### config.mk
export PLATFORM = sky130hd
export DESIGN_NAME = pipe_ctrl
export DESIGN_NICKNAME = d
export VERILOG_FILES = /design/src/rtl/pipe_ctrl_pkg.sv /design/src/rtl/pipe_ctrl_hazard_detect.sv /design/src/rtl/pipe_ctrl.sv
export SDC_FILE = /design/constraint.sdc
export NUM_CORES = 1
export LEC_CHECK = 0
export CAP_MARGIN = 10
export CORE_AREA = 5 5 81 83
export DETAILED_ROUTE_END_ITERATION = 8
export DIE_AREA = 0 0 86 88
export PLACE_DENSITY = 0.82
export SYNTH_ARGS = -nofsm -noshare
export SYNTH_HDL_FRONTEND = slang
export SYNTH_SLANG_ARGS = --single-unit
### constraint.sdc
create_clock -name clock -period 2.45 [get_ports clock]
set_input_delay 0.49 -clock clock [delete_from_list [all_inputs] [get_ports clock]]
set_output_delay 0.49 -clock clock [all_outputs]
set_load 0.01 [all_outputs]
### src/rtl/pipe_ctrl_pkg.sv
// Shared ISA definitions for the 8-bit-PC / 16-bit-instruction CPU:
// opcodes, instruction field positions, sequencer states and operand-usage decode.
package pipe_ctrl_pkg;

    localparam int IR_W  = 16;
    localparam int OP_W  = 5;
    localparam int REG_W = 3;

    localparam int OP_MSB = 15;
    localparam int OP_LSB = 11;
    localparam int RD_MSB = 10;
    localparam int RD_LSB = 8;
    localparam int RA_MSB = 6;
    localparam int RA_LSB = 4;
    localparam int RB_MSB = 2;
    localparam int RB_LSB = 0;

    typedef enum logic [OP_W-1:0] {
        OP_NOP   = 5'b00000,
        OP_HALT  = 5'b00001,
        OP_LOAD  = 5'b00010,
        OP_STORE = 5'b00011,
        OP_ADD   = 5'b01000,
        OP_ADDI  = 5'b01001,
        OP_SUB   = 5'b01010,
        OP_CMP   = 5'b01100,
        OP_JUMP  = 5'b11000,
        OP_BZ    = 5'b11010,
        OP_BN    = 5'b11100
    } opcode_t;

    typedef enum logic [1:0] {
        ST_IDLE = 2'b00,
        ST_RUN  = 2'b01,
        ST_HALT = 2'b10
    } state_t;

    function automatic logic [OP_W-1:0] ir_op(input logic [IR_W-1:0] ir);
        return ir[OP_MSB:OP_LSB];
    endfunction

    function automatic logic [REG_W-1:0] ir_rd(input logic [IR_W-1:0] ir);
        return ir[RD_MSB:RD_LSB];
    endfunction

    function automatic logic [REG_W-1:0] ir_ra(input logic [IR_W-1:0] ir);
        return ir[RA_MSB:RA_LSB];
    endfunction

    function automatic logic [REG_W-1:0] ir_rb(input logic [IR_W-1:0] ir);
        return ir[RB_MSB:RB_LSB];
    endfunction

    function automatic logic writes_rd(input logic [OP_W-1:0] op);
        return (op == OP_LOAD) || (op == OP_ADD) || (op == OP_ADDI) || (op == OP_SUB);
    endfunction

    function automatic logic reads_ra(input logic [OP_W-1:0] op);
        return (op == OP_ADD) || (op == OP_SUB) || (op == OP_CMP) ||
               (op == OP_LOAD) || (op == OP_STORE);
    endfunction

    function automatic logic reads_rb(input logic [OP_W-1:0] op);
        return (op == OP_ADD) || (op == OP_SUB) || (op == OP_CMP);
    endfunction

    function automatic logic reads_rd(input logic [OP_W-1:0] op);
        return (op == OP_ADDI) || (op == OP_STORE) || (op == OP_BZ) ||
               (op == OP_BN) || (op == OP_JUMP);
    endfunction

endpackage

### src/rtl/pipe_ctrl_hazard_detect.sv
// RAW hazard detector: flags when any register read by the ID instruction is
// the destination of an older EX or MEM instruction. WB is not checked because
// the register file writes before it reads.
module hazard_detect
    import pipe_ctrl_pkg::*;
(
    input  logic [IR_W-1:0] id_ir,
    input  logic [IR_W-1:0] ex_ir,
    input  logic [IR_W-1:0] mem_ir,
    output logic            stall_req
);

    logic [OP_W-1:0]  id_op;
    logic             ex_wr;
    logic             mem_wr;
    logic [REG_W-1:0] ex_rd;
    logic [REG_W-1:0] mem_rd;

    // Source slots of the ID instruction: 0 = ra, 1 = rb, 2 = rd
    logic [2:0]            src_used;
    logic [REG_W-1:0]      src_reg [3];
    logic [2:0]            src_hit;

    // Instruction bits that never name a register are not looked at here
    logic unused_fields;

    assign id_op  = ir_op(id_ir);
    assign ex_wr  = writes_rd(ir_op(ex_ir));
    assign mem_wr = writes_rd(ir_op(mem_ir));
    assign ex_rd  = ir_rd(ex_ir);
    assign mem_rd = ir_rd(mem_ir);

    assign src_used   = {reads_rd(id_op), reads_rb(id_op), reads_ra(id_op)};
    assign src_reg[0] = ir_ra(id_ir);
    assign src_reg[1] = ir_rb(id_ir);
    assign src_reg[2] = ir_rd(id_ir);

    genvar gi;
    generate
        for (gi = 0; gi < 3; gi++) begin : g_src
            assign src_hit[gi] = src_used[gi] &&
                                 ((ex_wr  && (src_reg[gi] == ex_rd)) ||
                                  (mem_wr && (src_reg[gi] == mem_rd)));
        end
    endgenerate

    assign stall_req = |src_hit;

    assign unused_fields = ^{id_ir[7], id_ir[3], ex_ir[7:0], mem_ir[7:0]};

endmodule

### src/rtl/pipe_ctrl.sv
// Pipeline sequencer: IDLE/RUN/HALT machine, PC and stage-register steering
// for taken branches and RAW stalls, plus saturating stall/flush counters.
module pipe_ctrl
    import pipe_ctrl_pkg::*;
#(
    parameter int CNT_W = 16
)
(
    input  logic             clock,
    input  logic             reset,
    input  logic             enable,
    input  logic             start,
    input  logic [IR_W-1:0]  id_ir,
    input  logic [IR_W-1:0]  ex_ir,
    input  logic [IR_W-1:0]  mem_ir,
    input  logic             zf,
    input  logic             nf,
    output logic [1:0]       state,
    output logic             pc_en,
    output logic             pc_sel,
    output logic             ifid_en,
    output logic             ifid_flush,
    output logic             idex_bubble,
    output logic             pipe_en,
    output logic [CNT_W-1:0] stall_cnt,
    output logic [CNT_W-1:0] flush_cnt
);

    state_t           state_reg;
    logic [OP_W-1:0]  ex_op;
    logic             stall_req;
    logic             run_active;
    logic             ex_halt;
    logic             branch_taken;
    logic             do_flush;
    logic             do_stall;

    // Index 0 counts hazard stalls, index 1 counts taken branches
    logic [1:0]       cnt_inc;
    logic [CNT_W-1:0] cnt_reg [2];

    hazard_detect u_hazard (
        .id_ir     (id_ir),
        .ex_ir     (ex_ir),
        .mem_ir    (mem_ir),
        .stall_req (stall_req)
    );

    assign ex_op        = ir_op(ex_ir);
    assign run_active   = (state_reg == ST_RUN) && enable;
    assign ex_halt      = (ex_op == OP_HALT);
    assign branch_taken = (ex_op == OP_JUMP) ||
                          ((ex_op == OP_BZ) && zf) ||
                          ((ex_op == OP_BN) && nf);

    // A taken branch squashes the ID instruction, so its hazard is moot
    assign do_flush = run_active && branch_taken;
    assign do_stall = run_active && !branch_taken && !ex_halt && stall_req;
    assign cnt_inc  = {do_flush, do_stall};

    // Run-state machine; HALT is left only by dropping enable
    always_ff @(posedge clock or negedge reset) begin
        if (!reset) begin
            state_reg <= ST_IDLE;
        end else begin
            case (state_reg)
                ST_IDLE: if (start && enable) state_reg <= ST_RUN;
                ST_RUN: begin
                    if (!enable)      state_reg <= ST_IDLE;
                    else if (ex_halt) state_reg <= ST_HALT;
                end
                ST_HALT: if (!enable) state_reg <= ST_IDLE;
                default: state_reg <= ST_IDLE;
            endcase
        end
    end

    genvar gi;
    generate
        for (gi = 0; gi < 2; gi++) begin : g_cnt
            // Saturating performance counter, cleared only by reset
            always_ff @(posedge clock or negedge reset) begin
                if (!reset) begin
                    cnt_reg[gi] <= '0;
                end else if (cnt_inc[gi] && (cnt_reg[gi] != '1)) begin
                    cnt_reg[gi] <= cnt_reg[gi] + CNT_W'(1);
                end
            end
        end
    endgenerate

    // Same-cycle pipeline steering: branch > halt drain > hazard stall > advance
    always_comb begin
        pc_en       = 1'b0;
        pc_sel      = 1'b0;
        ifid_en     = 1'b0;
        ifid_flush  = 1'b0;
        idex_bubble = 1'b0;
        pipe_en     = 1'b0;
        if (run_active) begin
            if (branch_taken) begin
                pc_en       = 1'b1;
                pc_sel      = 1'b1;
                ifid_en     = 1'b1;
                ifid_flush  = 1'b1;
                idex_bubble = 1'b1;
                pipe_en     = 1'b1;
            end else if (ex_halt) begin
                // Let MEM/WB retire; nothing younger follows the HALT
                idex_bubble = 1'b1;
                pipe_en     = 1'b1;
            end else if (stall_req) begin
                idex_bubble = 1'b1;
                pipe_en     = 1'b1;
            end else begin
                pc_en   = 1'b1;
                ifid_en = 1'b1;
                pipe_en = 1'b1;
            end
        end
    end

    assign state     = state_reg;
    assign stall_cnt = cnt_reg[0];
    assign flush_cnt = cnt_reg[1];

endmodule

==> results.md <==
* Status: finished clean
* WL per Instance at 13.9 um
* CTS Buf Count at 5
* Syn Inst Count at 207
* Wirelength, routed at 5.39 mm
* Root Buffer: clkbuf_8
* Max Slew Vio Count at 0
* Crit-path slowest cell: o32ai_4
* Row cnt at 28
* Layout cells sized above 1 at 0.288
* Maximum fanout along the worst path at 3
* Utilization after layout at 0.589
* Deepest clock path buffer count at 2
* Post-Syn Area at 2190 um^2
* Int Pwr at 936 uW
* DRT Pass-1 Iters at 4
* Final #Nets at 368
* Final setup fails at 0
* CTS tree: built
* Sequential-to-total area share from yosys stat at 0.389
* Post-synth ARST share at 1.00
* Detailed-route DRC error count at 0
* Routability cong. at 0.862
* # diodes at 0
* Logic pwr share at 0.203
* Psw at 323 uW
* DIE WIDTH at 86 um
* Final ANT Viol Nets at 0
* Crit start category: primary input
* Clock slew seen by the registers of the worst setup and hold paths at 0.06 ns
* DIE HEIGHT at 88 um
* Critical Path RT at 1.96 ns
* Hold slack at 0.492 ns
* Post-synth cell types at 44
* Top-Level Pins at 94
* Vias per inst at 4.97
* Clock share of power at 0.327
* Compound-gate portion of the synthesized area at 0.0909
* Post-Synth Adder-Cell Area at 0.0114
* Largest net degree at the start of global routing at 35
* Initial Util at 0.379
* Slowest cell delay on critical path at 0.27 ns
* Mux share of post-synthesis cell area at 0.00972
* First-pass GRT wire length at 8.84 mm
* Lkg Pwr at 1.55 nW
* Yosys warnings at 0
* Minimum clock period at 2.34 ns
* Worst Tran Pin Value at 0.572 ns
* Simple logic cell fraction of the synthesized area at 0.278
* Number of flops mapped to enable cells by yosys at 0
* Min-delay worst type: reg -> reg
* Maximum clock rate at 0.427 GHz
* Pwr dens at 370 nW/um^2
* CP endpoint kind: output port
* Initial antenna violation count at 0
* P&R area growth vs syn at 55.6%
* Crit-path cells: dlygate4sd2_1 -> nor2b_4 -> o21ai_2 -> buf_4 -> o32ai_4 -> a211oi_4 -> a21oi_1 -> clkdlybuf4s15_2
* Fillers at 535
* Crit share post-route at 0.955
* H-tree Lvls at 2
* Post-DP HPWL at 4.34 mm
* CTS hold repair buffers at 0
* Switching share of power at 0.257
* Sequential group share of total power at 0.470
* Pwr Total at 1.26 mW
* Vias in the first global route at 1955
* Sinks on Clock Net at 34
* Core outline area at 5780 um^2
* Crit Path Class: in -> out
* Max cap viols at 0
* Clock latency on the worst-skew pair at 0.27 ns
* Clk_skew at 0.00310 ns
* Slew headroom at 0.617
* Largest family of logic cells by synthesized area: simple AND/OR/NAND/NOR gates
* Starting DRT DRC Count at 75
* Yosys reg bits at 34
* IO Port Bufs at 75
* Maximum vdd drop at 0.322 mV
* Critical Path AT at 1.85 ns
* DR vias at 1928
* Top_reg_cell synth: dfrtp_1
* Tot GR Track Use at 0.144
* Synth Area per Inst at 10.6 um^2
* Post-synthesis xor/xnor area fraction at 0.188
* Global route overflow at 0
* Final hold violation count at 0
* Die ar. at 7570 um^2
* Synthesized net count at 263
timing repair:
item	in CTS	in global routing
buffers inserted	2	0
endpoints found under the hold margin	0	0
gates resized for setup	76	24
pin swaps	16	7
setup endpoints to repair	6	4
Yosys cell counts (2+ instances only):
cell       count  area (um^2)
o21ai_1        3         15.0
nand4_1        5         31.3
xor2_1        18          158
a21oi_1        5         25.0
ha_1           2         25.0
nand3_1       24          120
xnor2_1       29          254
buf_4          2         15.0
o32ai_2        2         32.5
nor3_4         2         32.5
nor3_2         7         70.1
nor2b_1        7         43.8
dfrtp_1       34          851
a32o_1         2         20.0
buf_6          3         33.8
nor2_1        10         37.5
inv_1          5         18.8
nor4_1         4         25.0
nand2_1       11         41.3
o2111ai_1      2         17.5
and2_1         2         12.5
and3_1         6         37.5
kinds of logic after synthesis:
kind of cell	count (synthesis)
xor gates and xnor gates	47
muxes	2
and+or+nand+nor	92
DFF	34
buffers and inverters	11
AOI/OAI and AO/OA	19
adders and majority gates	2
worst max-delay path: cells and delay by family:
kind            cells  cell delay, ns
compound gates      4            0.56
buf+inv             3            0.65
simple gates        1            0.16
cell type report:
| cell class | count | area [um^2] | area share |
|---|---|---|---|
| multi-input combinational | 162 | 1430 | 0.421 |
| timing repair buffer | 104 | 917 | 0.269 |
| sequential | 34 | 851 | 0.250 |
| tap | 75 | 93.8 | 0.0276 |
| clock buffer | 7 | 86.3 | 0.0253 |
| inverter | 5 | 18.8 | 0.00551 |
| clock inverter | 1 | 5.00 | 0.00147 |
stage by stage:
stage	instance area (um^2)	setup WS (ns)	TNS, ns	std cells
6_report	3410	0.111	0	388
5_1_grt	3410	-0.00933	-0.00933	388
4_1_cts	3400	0.00921	0	388
3_5_place_dp	3180	-0.655	-6.75	378
3_3_place_gp	3180	-0.620	-5.13	378
2_1_floorplan	2190	-0.00938	-0.00938	207
final timing paths:
path                              start       endpoint  slack (ns)  cells past startpoint
hold / removal             stall_cnt[4]   stall_cnt[4]        0.49                      1
min in group asynchronous         reset  stall_cnt[12]        0.62                      2
setup reg to reg               state[1]  flush_cnt[15]        0.51                      7
hold reg to reg            stall_cnt[4]   stall_cnt[4]        0.49                      1
max in group asynchronous         reset   stall_cnt[0]        1.52                      2
setup / recovery             mem_ir[11]    idex_bubble        0.11                      8
layer usage:
| layer | global-route usage | vias to the layer above | part of all wire |
|---|---|---|---|
| li1 | - | 940 | - |
| met1 | 0.169 | 915 | 0.40 |
| met2 | 0.255 | 65 | 0.51 |
| met3 | 0.0386 | 8 | 0.075 |
| met4 | 0.0504 | 0 | 0.016 |
| met5 | 0 | - | 0 |
power by group through the flow:
| stage | registers [mW] | logic (mW) | clock network, mW |
|---|---|---|---|
| global route | 0.595 | 0.277 | 0.447 |
| CTS | 0.592 | 0.257 | 0.425 |
| finish | 0.592 | 0.256 | 0.412 |
| detailed placement | 0.602 | 0.245 | 0 |
| global placement | 0.602 | 0.238 | 0 |
| floorplan | 0.605 | 0.0871 | 0 |
layout by cell type, fill, tap and decap left out, types with 3 or more instances in the layout:
master | netlist | final
and3_1 | 6 | 6
nor4_1 | 4 | 4
nor3_2 | 7 | 7
dlymetal6s2s_1 | 0 | 4
nand3_1 | 24 | 24
nor2_1 | 10 | 7
buf_4 | 2 | 29
xnor2_1 | 29 | 29
nand4_1 | 5 | 5
dlygate4sd2_1 | 0 | 20
nor2_2 | 1 | 3
dfrtp_1 | 34 | 34
a21oi_1 | 5 | 3
nand2_1 | 11 | 11
xor2_1 | 18 | 18
clkbuf_2 | 1 | 5
clkbuf_8 | 0 | 6
buf_2 | 0 | 3
clkdlybuf4s50_1 | 0 | 39
inv_1 | 5 | 5
nor2b_4 | 0 | 5
Power figures use the tool's default switching activity.
==> RTL edit: new RTL, same flow settings <==
Put a register stage on the output `flush_cnt`, cleared by the reset. The value now appears one clock later. The other outputs are not delayed to match.
--- a/src/rtl/pipe_ctrl.sv
+++ b/src/rtl/pipe_ctrl.sv
@@ -122,7 +122,13 @@
 
     assign state     = state_reg;
     assign stall_cnt = cnt_reg[0];
-    assign flush_cnt = cnt_reg[1];
+    always_ff @(posedge clock or negedge reset) begin
+        if (!reset) begin
+            flush_cnt <= '0;
+        end else begin
+            flush_cnt <= cnt_reg[1];
+        end
+    end
 
 endmodule
 
Formal check against the unedited RTL: not equivalent (Yosys sat finds a counterexample within 4 cycles, from zero or initial values and one cycle with reset low).
==> RTL edit against the original RTL <==
Synthesized area increased by 25%. Worst setup slack got worse by 0.046 ns. Combinational power decreased by 2%. Total power increased by 25%. Wire length increased by 8.7%. Design area increased by 12%. Sequential cell count increased by 16. Largest cell class unchanged. Largest power group unchanged. Highest routed layer unchanged.
==> RTL edit: results (changes against the original RTL) <==
Top Family by Delay on Critical Path simple AND/OR/NAND/NOR gates; GP Congestion 0.810 (-6.1%); invs w/o clock 7 (+2); Crit. Startpoint mem_ir[15]; Cell variety after synth 50 (+14%); top post-synthesis cells by count dfrtp_1, xor2_1, nand2_1, xnor2_1, buf_4; Routed WL 5860 um (+8.7%); filler cell count 478 (-11%); sequential cell area fraction in the yosys report 0.458 (+0.0695); clock network area share 0.0227 (-0.00410); Clock Latency Late Sink 0.29 ns (+0.02 ns); Post-Place Cells 411 (+8.7%); multi-input gate share of the layout cell area 0.366 (-0.0552); status complete, no violations; Leakage 1.81 nW (+16%); DRT iter0 DRCs 90 (+20%); Synth Register Bits 50 (+47%); nonclk buf count 116 (+12%); grt met1 use 0.202 (+0.0324); largest net degree at the start of global routing 22 (-37%); power per cell area 415 nW/um^2 (+12%); Worst path slowest cell or4_4; reg2reg setup slack 0.45 ns (-0.06 ns); Mapped Nets 301 (+14%); hold crit path type primary input to asynchronous set/reset pin; via count 2131 (+11%); crit path DAT 1.89 ns (+0.04 ns); top post-synthesis cells by area dfrtp_1, xor2_1, xnor2_1; WHS 0.0442 ns (-0.447 ns); actual slew at the worst max-slew pin 0.537 ns (-0.0357 ns); Max VDD drop 0.264 mV (-18%); Reg area 1250 sq um (+47%); placed cell areas 3700 sq um (+16%); dpl ws -0.712 ns (-0.0574 ns)
## RTL edit: changes by cell type after synthesis, moves of 3 or more
cell / change
xnor2_1: -9
xor2_1: +7
nand2_1: +9
nand3_1: -11
nor4_2: +3
buf_4: +16
nor2_1: +3
dfrtp_1: +16
## RTL edit: report_power, final
part	internal, mW	total [mW]	switching (mW)	leakage [nW]
registers	0.846	0.866	0.0201	0.689
logic	0.135	0.252	0.117	1.07
clock network	0.202	0.460	0.258	0.0452
## RTL edit: cells by family after synthesis
logic type | count (synthesis) | synth area share
AND/OR/NAND/NOR | 100 | 0.250
buffers and inverters | 27 | 0.0651
flip-flops | 50 | 0.458
multiplexers | 4 | 0.0174
adder cells (fa/ha/maj) | 2 | 0.00916
XOR/XNOR | 45 | 0.144
AO/OA/AOI/OAI | 17 | 0.0555
## RTL edit: repair_timing
item / CTS / global route
endpoints found under the setup margin: 16 / 4
gates resized for setup: 64 / 49
pin swaps: 16 / 11
hold buffers: 0 / 0
buffers inserted: 3 / 3
